**src/rtl/bcd_to_bin.sv**
```systemverilog
// Iterative six-digit BCD to 20-bit binary converter (Horner, MSD first, one digit per clock).
// Optional invalid-digit detection is compiled in with the BCD_CHECK_EN macro.
module bcd_to_bin #(
  parameter int DIGITS = 6,
  parameter int DATA_W = 20
) (
  input  logic              sys_clk,
  input  logic              sys_rst,
  input  logic              in_valid,
  output logic              in_ready,
  input  logic [3:0]        unit,
  input  logic [3:0]        ten,
  input  logic [3:0]        hun,
  input  logic [3:0]        tho,
  input  logic [3:0]        t_tho,
  input  logic [3:0]        h_hun,
  output logic              out_valid,
  input  logic              out_ready,
  output logic [DATA_W-1:0] data,
  output logic              err,
  output logic [1:0]        dbg_state
);

  // Handshakes: a digit set transfers on an edge with in_valid && in_ready;
  // a result transfers on an edge with out_valid && out_ready. Once raised,
  // out_valid, data and err hold until that transfer happens.

  localparam int SR_W  = 4 * DIGITS;
  localparam int CNT_W = (DIGITS > 1) ? $clog2(DIGITS) : 1;

  typedef enum logic [1:0] {
    S_IDLE = 2'd0,
    S_CONV = 2'd1,
    S_DONE = 2'd2
  } state_t;

  state_t              state_q, state_d;
  logic [SR_W-1:0]     shift_q, shift_d;
  logic [DATA_W-1:0]   acc_q, acc_d;
  logic [CNT_W-1:0]    cnt_q, cnt_d;
  logic [DATA_W-1:0]   data_q, data_d;
  logic                err_q, err_d;
  logic                err_cap_q, err_cap_d;
  logic                in_ready_q, in_ready_d;
  logic                out_valid_q, out_valid_d;

  logic [SR_W-1:0]     digits_in;
  logic [3:0]          head;
  logic [DATA_W-1:0]   acc_step;
  logic                digit_err;
  logic                last_digit;

  assign digits_in  = {h_hun, t_tho, tho, hun, ten, unit};
  assign head       = shift_q[SR_W-1 -: 4];
  // acc*10 as two shifts; the sum wraps at DATA_W bits by construction.
  assign acc_step   = (acc_q << 3) + (acc_q << 1) + {{(DATA_W-4){1'b0}}, head};
  assign last_digit = (cnt_q == CNT_W'(DIGITS - 1));

`ifdef BCD_CHECK_EN
  always_comb begin
    digit_err = 1'b0;
    for (int i = 0; i < DIGITS; i++) begin
      if (digits_in[i*4 +: 4] > 4'd9) digit_err = 1'b1;
    end
  end
`else
  assign digit_err = 1'b0;
`endif

  always_comb begin
    state_d   = state_q;
    shift_d   = shift_q;
    acc_d     = acc_q;
    cnt_d     = cnt_q;
    data_d    = data_q;
    err_d     = err_q;
    err_cap_d = err_cap_q;
    case (state_q)
      S_IDLE: begin
        if (in_valid) begin
          shift_d   = digits_in;
          acc_d     = '0;
          cnt_d     = '0;
          err_cap_d = digit_err;
          state_d   = S_CONV;
        end
      end
      S_CONV: begin
        acc_d   = acc_step;
        shift_d = shift_q << 4;
        cnt_d   = cnt_q + 1'b1;
        if (last_digit) begin
          data_d  = err_cap_q ? '0 : acc_step;
          err_d   = err_cap_q;
          cnt_d   = '0;
          state_d = S_DONE;
        end
      end
      S_DONE: begin
        if (out_ready) state_d = S_IDLE;
      end
      default: state_d = S_IDLE;
    endcase
    in_ready_d  = (state_d == S_IDLE);
    out_valid_d = (state_d == S_DONE);
  end

  always_ff @(posedge sys_clk) begin
    if (sys_rst) begin
      state_q     <= S_IDLE;
      shift_q     <= '0;
      acc_q       <= '0;
      cnt_q       <= '0;
      data_q      <= '0;
      err_q       <= 1'b0;
      err_cap_q   <= 1'b0;
      in_ready_q  <= 1'b1;
      out_valid_q <= 1'b0;
    end else begin
      state_q     <= state_d;
      shift_q     <= shift_d;
      acc_q       <= acc_d;
      cnt_q       <= cnt_d;
      data_q      <= data_d;
      err_q       <= err_d;
      err_cap_q   <= err_cap_d;
      in_ready_q  <= in_ready_d;
      out_valid_q <= out_valid_d;
    end
  end

  assign in_ready  = in_ready_q;
  assign out_valid = out_valid_q;
  assign data      = data_q;
  assign err       = err_q;
  assign dbg_state = state_q;

`ifndef SYNTHESIS
  a_ready_valid_excl: assert property (@(posedge sys_clk) disable iff (sys_rst)
    !(in_ready && out_valid));
  a_result_hold: assert property (@(posedge sys_clk) disable iff (sys_rst)
    (out_valid && !out_ready) |=> (out_valid && $stable(data) && $stable(err)));
`endif

endmodule

```
**config.mk**
```make
export PLATFORM = sky130hd
export DESIGN_NAME = bcd_to_bin
export DESIGN_NICKNAME = d
export VERILOG_FILES = /design/src/rtl/bcd_to_bin.sv
export SDC_FILE = /design/constraint.sdc
export NUM_CORES = 1
export LEC_CHECK = 0
export BUFFER_PORTS_ARGS = -buffer_cell sky130_fd_sc_hd__buf_2
export CAP_MARGIN = 10
export CORE_MARGIN = 2
export CORE_UTILIZATION = 47
export CTS_BUF_LIST = sky130_fd_sc_hd__clkbuf_8 sky130_fd_sc_hd__clkbuf_16
export DETAILED_ROUTE_END_ITERATION = 12
export PLACE_DENSITY = 0.7
export SYNTH_ARGS = -nofsm -noshare
export SYNTH_HDL_FRONTEND = slang
export SYNTH_SLANG_ARGS = --single-unit
```
**constraint.sdc**
```tcl
create_clock -name sys_clk -period 2.88 [get_ports sys_clk]
set_input_delay 0.432 -clock sys_clk [delete_from_list [all_inputs] [get_ports sys_clk]]
set_output_delay 0.432 -clock sys_clk [all_outputs]
set_load 0.05 [all_outputs]
```
After elaboration in Yosys (flattened, before gate mapping)
Cells that the tools add are included.
- bits of input ports: 28
- register bits: 70
- logic and storage cells: 31
- output and inout port bits: 25
- add/subtract/negate cells: 3
- mux-type cells: 11
- eq/ne operators: 5
- reductions and logical operators: 5
- operators by type and width (cell ; count):
    $pmux W24 S2 ; 1
    $pmux W19 S2 ; 1
    $mux W24 ; 1
    $add A20 B20 Y20 ; 1
    $add A20 B4 Y20 ; 1
    $mux W19 ; 1
    $mux W2 ; 3
    $mux W3 ; 2
    $pmux W2 S3 ; 1
    $pmux W3 S2 ; 1
    $eq A2 B2 Y1 const B ; 2
    $logic_not A2 Y1 ; 2
    $reduce_and A2 Y1 ; 2
    $add A3 B1 Y3 const B ; 1
    $eq A3 B3 Y1 const B ; 1
    $eq A2 B1 Y1 const B ; 1
    $ne A2 B2 Y1 const B ; 1
    $reduce_bool A2 Y1 ; 1

Logic depth before layout (Yosys ltp)
Gate-level depths: netlist of run 1.
- depth in word-level cells: 4
- gate-level depth with buffers: 11

Least setup slack after synthesis of run 1
No wires, ideal clock.
- kind: register to register
- start point: reg acc_q[0]
- end point: reg acc_q[18]
- required time: 2.801 ns
- stages on the path, launching flop included: 11
- arrival time: 2.761 ns
- setup slack: 0.040 ns
- setup time: 0.079 ns
- cells stage by stage: dfxtp_1 > inv_1 > fa_1 > fa_1 > and2b_1 > o211ai_1 > a31o_1 > o31ai_4 > a211oi_1 > or3_1 > a211oi_2
- longest elaborated chain between the ends: 3
- ends and longest elaborated chain (what ; line ; text):
    from (decl) ; 39 ; logic [DATA_W-1:0] acc_q, acc_d;
    from (signal assigned) ; 112 ; acc_q <= '0;
    from (signal assigned) ; 122 ; acc_q <= acc_d;
    $add A20 B20 Y20 ; 56 ; assign acc_step = (acc_q << 3) + (acc_q << 1) + {{(DATA_W-4){1'b0}}, head};
    $add A20 B4 Y20 ; 56 ;
    $pmux W19 S2 ; 78 ; case (state_q)
No other way between the ends.
A chain may end at the register's enable or synchronous reset.

Final worst setup path of run 1
- start point: reg shift_q[23]
- end point: reg acc_q[18]
- longest elaborated chain between the ends: 2
- ends and longest elaborated chain (what ; line ; text):
    from (decl) ; 38 ; logic [SR_W-1:0] shift_q, shift_d;
    from (signal assigned) ; 121 ; shift_q <= shift_d;
    $add A20 B4 Y20 ; 56 ;
    $pmux W19 S2 ; 78 ;
No other way between the ends.

==> impl_metrics.toml, run 1 <==
[synth]
synth_compound_area_share_pct = 20.23
synthAdderAreaFrac_pct = 12.46
synth_warnings = 0
synth_cells = 451
synth_seq_cells = 70
synth-edff-count = 0
async_flop_share_pct = 0
syn_nets = 515
synth_xor_area_share_pct = 3.283
yosys.area_share.simple_pct = 21.41
seq_area_frac_synth_pct = 37.52
ys.flop_type = "dfxtp_1"
synth.distinct_cells = 47
syn-cell-area_um2 = 3735
synth.area.mux_share_pct = 0.5360
synth_top_family_by_area = "simple AND/OR/NAND/NOR gates"
synth.avg_cell_area_um2 = 8.281

[global_route]
grt_usage_pct = 21.13
grt_pass1_vias = 3149
grt_max_degree = 49
grt_pass1_wl_um = 14690
antenna_found_initial = 0
globalRouteOverflowTotal = 0

[detailed_routing]
wl_um = 8816
drc = 0
dr.first_iter.drc_count = 173
routed_via_density = 5.639
dr_total_vias = 3417
routedWlPerCell_um = 14.55
first_pass_iters = 4
drtAntennaViolNets = 0

[placed_design]
place_congestion = 0.8443
hpwl_um = 6192
portBuffers = 51

[critical_path]
regToRegStartpoint = "shift_q[23]$_SDFFE_PP0P_"
reg2reg_depth = 10
required_ps = 3160
critPathKind = "register to register"
critPathMaxFanout = 4
crit_arrival_ps = 3080
worst_r2r_endpoint = "acc_q[18]$_SDFFE_PP0P_"
startpoint_type = "register"
reg2reg_slack_ps = 80
crit_path_end_kind = "register"

[floorplan]
coreArea_um2 = 7727
dieArea_um2 = 8675
die_x_um = 93.14
die_h_um = 93.14
io_pins = 53
rows = 32
initial_utilization_pct = 48.33

[clocking]
htree_levels = 3
cts_sinks = 70
cts_tree = "done"
hold_buffers = 0
cts_root_buffer = "clkbuf_8"
clk_latency_ps = 360
clk_pin_slew_ps = 80
cts_buffers = 9
max-clock-path-buffers = 2

[timing]
whs_ps = 317.6
slew_headroom_pct = 63.77
rsz0062_at_grt = "yes"
skew_ps = 15.49
setup-tns-final_ps = 0
min_period_ps = 2798
setup_violations = 0
timing.fmax_ghz = 0.3574
slew_viol_final = 0
fin_crit_sh_pct = 97.16
worst_pin_slew_ps = 542.9
hold_viol_final = 0

[worst_hold_path]
hold-path-endpoint = "shift_q[1]$_SDFFE_PP0P_"
min_from = "unit[1]"
hold_path_class = "input pin to register"
min_path_cells = 3

[final_layout]
mostFrequentLayoutCell = "nand2_1"
drive_gt1_share_pct = 19.44
final_core_util_pct = 56.40
num-nets-final = 563
antenna_cells = 0
area_growth_pct = 16.68
final_cell_mix = "nand2_1 (74), dfxtp_1 (67), nor2_1 (58)"

[pwr]
p_per_area_nw_per_um2 = 465.8
p_leak_nw = 2.014
ir_worst_vdd_mv = 0.3878

[flow_run]
cap_violations = 0

[outcome]
outcome = "completed"
## cell usage after synthesis, types with 6 or more instances
master | number | area, um^2
nor2_1 | 58 | 217.7
xnor2_1 | 10 | 87.58
a21oi_1 | 29 | 145.1
nand2_1 | 74 | 277.8
ha_1 | 34 | 425.4
a22oi_1 | 16 | 120.1
a311oi_1 | 19 | 166.4
dfxtp_1 | 70 | 1401
nand3_1 | 13 | 65.06
a31oi_1 | 6 | 37.54
o21ai_0 | 8 | 40.04
clkbuf_1 | 28 | 105.1
inv_1 | 12 | 45.04
a21o_1 | 8 | 60.06
## how the worst max path moves through the flow
stage,startpoint,end,slack (ps),depth (start not counted)
4_1_cts,acc_q[2]$_SDFFE_PP0P_,data[12]$_SDFFE_PP0P_,10,11
6_report,shift_q[23]$_SDFFE_PP0P_,acc_q[18]$_SDFFE_PP0P_,80,10
5_1_grt,shift_q[23]$_SDFFE_PP0P_,acc_q[18]$_SDFFE_PP0P_,-30,10
3_3_place_gp,shift_q[23]$_SDFFE_PP0P_,acc_q[18]$_SDFFE_PP0P_,-40,10
2_1_floorplan,acc_q[0]$_SDFFE_PP0P_,acc_q[18]$_SDFFE_PP0P_,40,10
3_5_place_dp,shift_q[23]$_SDFFE_PP0P_,acc_q[18]$_SDFFE_PP0P_,-100,10
## per-stage QoR
step | cells | power, W | cell area, um^2 | setup WS (ps)
final | 606 | 0.002030 | 4358 | 81.75
after global routing | 606 | 0.002105 | 4358 | -32.69
after CTS | 605 | 0.002043 | 4327 | 11.20
after detailed placement | 587 | 0.001250 | 4106 | -96.99
after global placement | 587 | 0.001245 | 4106 | -36.79
after floorplan | 451 | 0.001184 | 3735 | 39.90
## logic make-up after synthesis
family	Yosys count
and+or+nand+nor	179
muxes	2
buffers and inverters	43
other	1
xor gates and xnor gates	14
DFF	70
adders and majority gates	36
AOI/OAI and AO/OA	106
## final cells by class
class,instances,area [um^2]
Inverter,12,45.04
Clock inverter,7,73.82
Tap cell,102,127.6
Timing Repair Buffer,68,382.9
Sequential cell,70,1405
Fill cell,711,3369
Multi-Input combinational cell,338,2200
Clock buffer,9,123.9
## flip-flops by register name, indices dropped and copies added (netlist names)
register and flops:
cnt_q 3, dbg_state 2, in_ready 1, out_valid 1
data 20, acc_q 19, shift_q 24
## metal layers
metal	track usage (%)	routed length [um]	up-vias
met3	4.190	572	21
met4	7.598	192	0
li1	-	-	1693
met2	32.31	3891	92
met1	29.67	4159	1611
met5	0	0	-
## critical path: stages (launching register included)
cell	delay, ps
dfxtp_2	340
inv_2	40
fa_2	490
fa_2	370
and2b_1	220
o211ai_1	130
a31o_1	270
o31ai_4	230
a211oi_1	100
or3_1	360
a211oi_2	180
## where the power goes
group          internal [W]  leakage (nW)  total (W)  switching [W]
registers           0.00100         0.571    0.00103      0.0000236
logic             0.0000749          1.35   0.000206       0.000131
clock network      0.000402        0.0937   0.000799       0.000396
## what timing repair did
| item | CTS | global route |
|---|---|---|
| pin swaps | 6 | 9 |
| setup endpoints to repair | 4 | 10 |
| setup buffers | 2 | 2 |
| endpoints found under the hold margin | 0 | 0 |
| resized for setup | 3 | 7 |
Note: power is estimated with default switching activity, not from simulation.
==> run 2: changes to the inputs <==
Settings changed: CORE_MARGIN 2 to 10, TNS_END_PERCENT set to 100.
Clock period 2.88 ns to 2.3 ns, I/O delays scaled along.
==> run 2 against run 1 <==
Effect of this change:
- critical path depth rose by 1
- highest routed layer unchanged
- critical path type unchanged
- setup slack got worse by 780 ps
- clock power rose by 22%
- core utilization rose by 5.5 points
- combinational power rose by 43%
- the run now ends with negative setup slack left
- design area rose by 9.7%
- non-clock buffer count rose by 35
- largest cell class unchanged
- global-route usage fell by 4.0 points
- sequential cell count did not move
==> impl_metrics.toml, run 2 (synthesized netlist as in run 1, its figures left out) <==
[clocking]
clk_pin_slew_ps = 80
htree_levels = 3
max-clock-path-buffers = 2
cts_tree = "done"
clk_latency_ps = 360
cts_root_buffer = "clkbuf_8"
cts_sinks = 70
cts_buffers = 9

[flow_run]
cap_violations = 0

[pwr]
p_leak_nw = 2.207
ir_worst_vdd_mv = 0.2827
switchingPower_w = 0.0006929
comb_power_share_pct = 11.6
pwr-share-seq_pct = 50.2
total_power_w = 0.002555
cell_internal_pwr_w = 0.001863
p_per_area_nw_per_um2 = 534.4
swShare_pct = 27.12
pwr-share-clk_pct = 38.3

[global_route]
grt_pass1_wl_um = 16520
globalRouteOverflowTotal = 0
grt_max_degree = 52
antenna_found_initial = 0
grt_usage_pct = 17.11
grt_pass1_vias = 3454

[outcome]
outcome = "complete, but fails checks"
violations = "negative setup slack"

[critical_path]
critPathMaxFanout = 3
crit_path_end_kind = "register"
crit_arrival_ps = 3260
critPathKind = "register to register"
reg2reg_depth = 11
startpoint_type = "register"
required_ps = 2560

[detailed_routing]
routed_via_density = 5.530
drc = 0
dr.first_iter.drc_count = 167
dr_total_vias = 3539
wl_um = 10130
routedWlPerCell_um = 15.82
first_pass_iters = 4
drtAntennaViolNets = 0

[final_layout]
drive_gt1_share_pct = 29.00
area_growth_pct = 28.04
top_register = "shift_q"
num-nets-final = 598
final_cell_count_no_fill = 640
fin_area_um2 = 4782
antenna_cells = 0
fill_cells = 682
mostFrequentLayoutCell = "nand2_1"
final_cell_mix = "nand2_1 (73), dfxtp_1 (67), nor2_1 (55)"
largest_reg_flops = 24

[timing]
setup_violations = 27
worst_pin_slew_ps = 554.1
timing.fmax_ghz = 0.3334
fin_crit_sh_pct = 130.4
slew_headroom_pct = 63.02
rsz0062_at_grt = "yes"
hold_viol_final = 0
slew_viol_final = 0
fin_ws_ps = -699.3
min_period_ps = 2999
skew_ps = 9.305

[placed_design]
placed_cells = 611
dpl_cell_area_um2 = 4312
portBuffers = 51
place_congestion = 0.8936
hpwl_um = 6946

[floorplan]
initial_utilization_pct = 48.33
io_pins = 53
dieArea_um2 = 11910
rows = 32
die_x_um = 109.1
coreArea_um2 = 7727
die_h_um = 109.1

[worst_hold_path]
min_path_cells = 3
hold_path_class = "input pin to register"
-- run 2: path summary, 6_finish.rpt --
kind	start	end	slack (ps)
worst max register to register	shift_q[23]$_SDFFE_PP0P_	acc_q[16]$_SDFFE_PP0P_	-700
worst max-delay path	shift_q[23]$_SDFFE_PP0P_	acc_q[16]$_SDFFE_PP0P_	-700
worst min-delay path	unit[3]	shift_q[3]$_SDFFE_PP0P_	230
worst min register to register	data[7]$_SDFFE_PP0P_	data[7]$_SDFFE_PP0P_	460
-- run 2: power groups by stage --
stage / clock [W] / combinational (W) / sequential, W
global route: 0.00104 / 0.000329 / 0.00129
global placement: 0 / 0.000268 / 0.00131
floorplan: 0 / 0.000173 / 0.00131
CTS: 0.000985 / 0.000285 / 0.00128
finish: 0.000978 / 0.000295 / 0.00128
detailed placement: 0 / 0.000274 / 0.00131
-- run 2: metrics by stage --
stage | hold WS [ps] | setup TNS (ps) | util, % | setup slack [ps]
after floorplan | 441.3 | -2132 | - | -376.8
after detailed placement | 447.0 | -5570 | 55.80 | -553.0
after CTS | 222.7 | -4862 | 60.28 | -480.7
after global placement | 437.8 | -4466 | 55.80 | -463.4
after global routing | 247.5 | -12790 | 61.88 | -803.3
final | 227.5 | -10060 | 61.88 | -699.3
-- run 2: per-layer routing --
layer | GRT usage, % | routed length (um) | vias to the layer above
met5 | 0 | 0 | -
met4 | 5.273 | 126 | 0
met3 | 4.425 | 600 | 14
met2 | 27.34 | 4722 | 74
met1 | 22.08 | 4678 | 1686
li1 | - | - | 1765
-- run 2: cell type report --
| class | instances | area (um^2) | area share, % |
|---|---|---|---|
| Clock buffer | 9 | 123.9 | 2.590 |
| Multi-Input combinational cell | 338 | 2364 | 49.42 |
| Inverter | 12 | 45.04 | 0.9419 |
| Clock inverter | 6 | 63.81 | 1.334 |
| Timing Repair Buffer | 103 | 653.1 | 13.66 |
| Sequential cell | 70 | 1405 | 29.38 |
| Tap cell | 102 | 127.6 | 2.669 |
-- run 2: repair_timing --
action | CTS | global route
pin swaps | 11 | 14
buffers inserted | 10 | 5
gates resized for setup | 18 | 16
hold buffers | 0 | 0
setup endpoints to repair | 20 | 29
-- run 2: worst max-delay path, cell delays in order, from the launching register on --
cell and delay, ps:
dfxtp_2 340, inv_2 40, fa_1 500, fa_2 370, and2b_1 240, o211ai_1 160, a31o_1 290, o31ai_4 280
buf_4 170, a31oi_2 100, xnor2_1 170, a32o_1 260
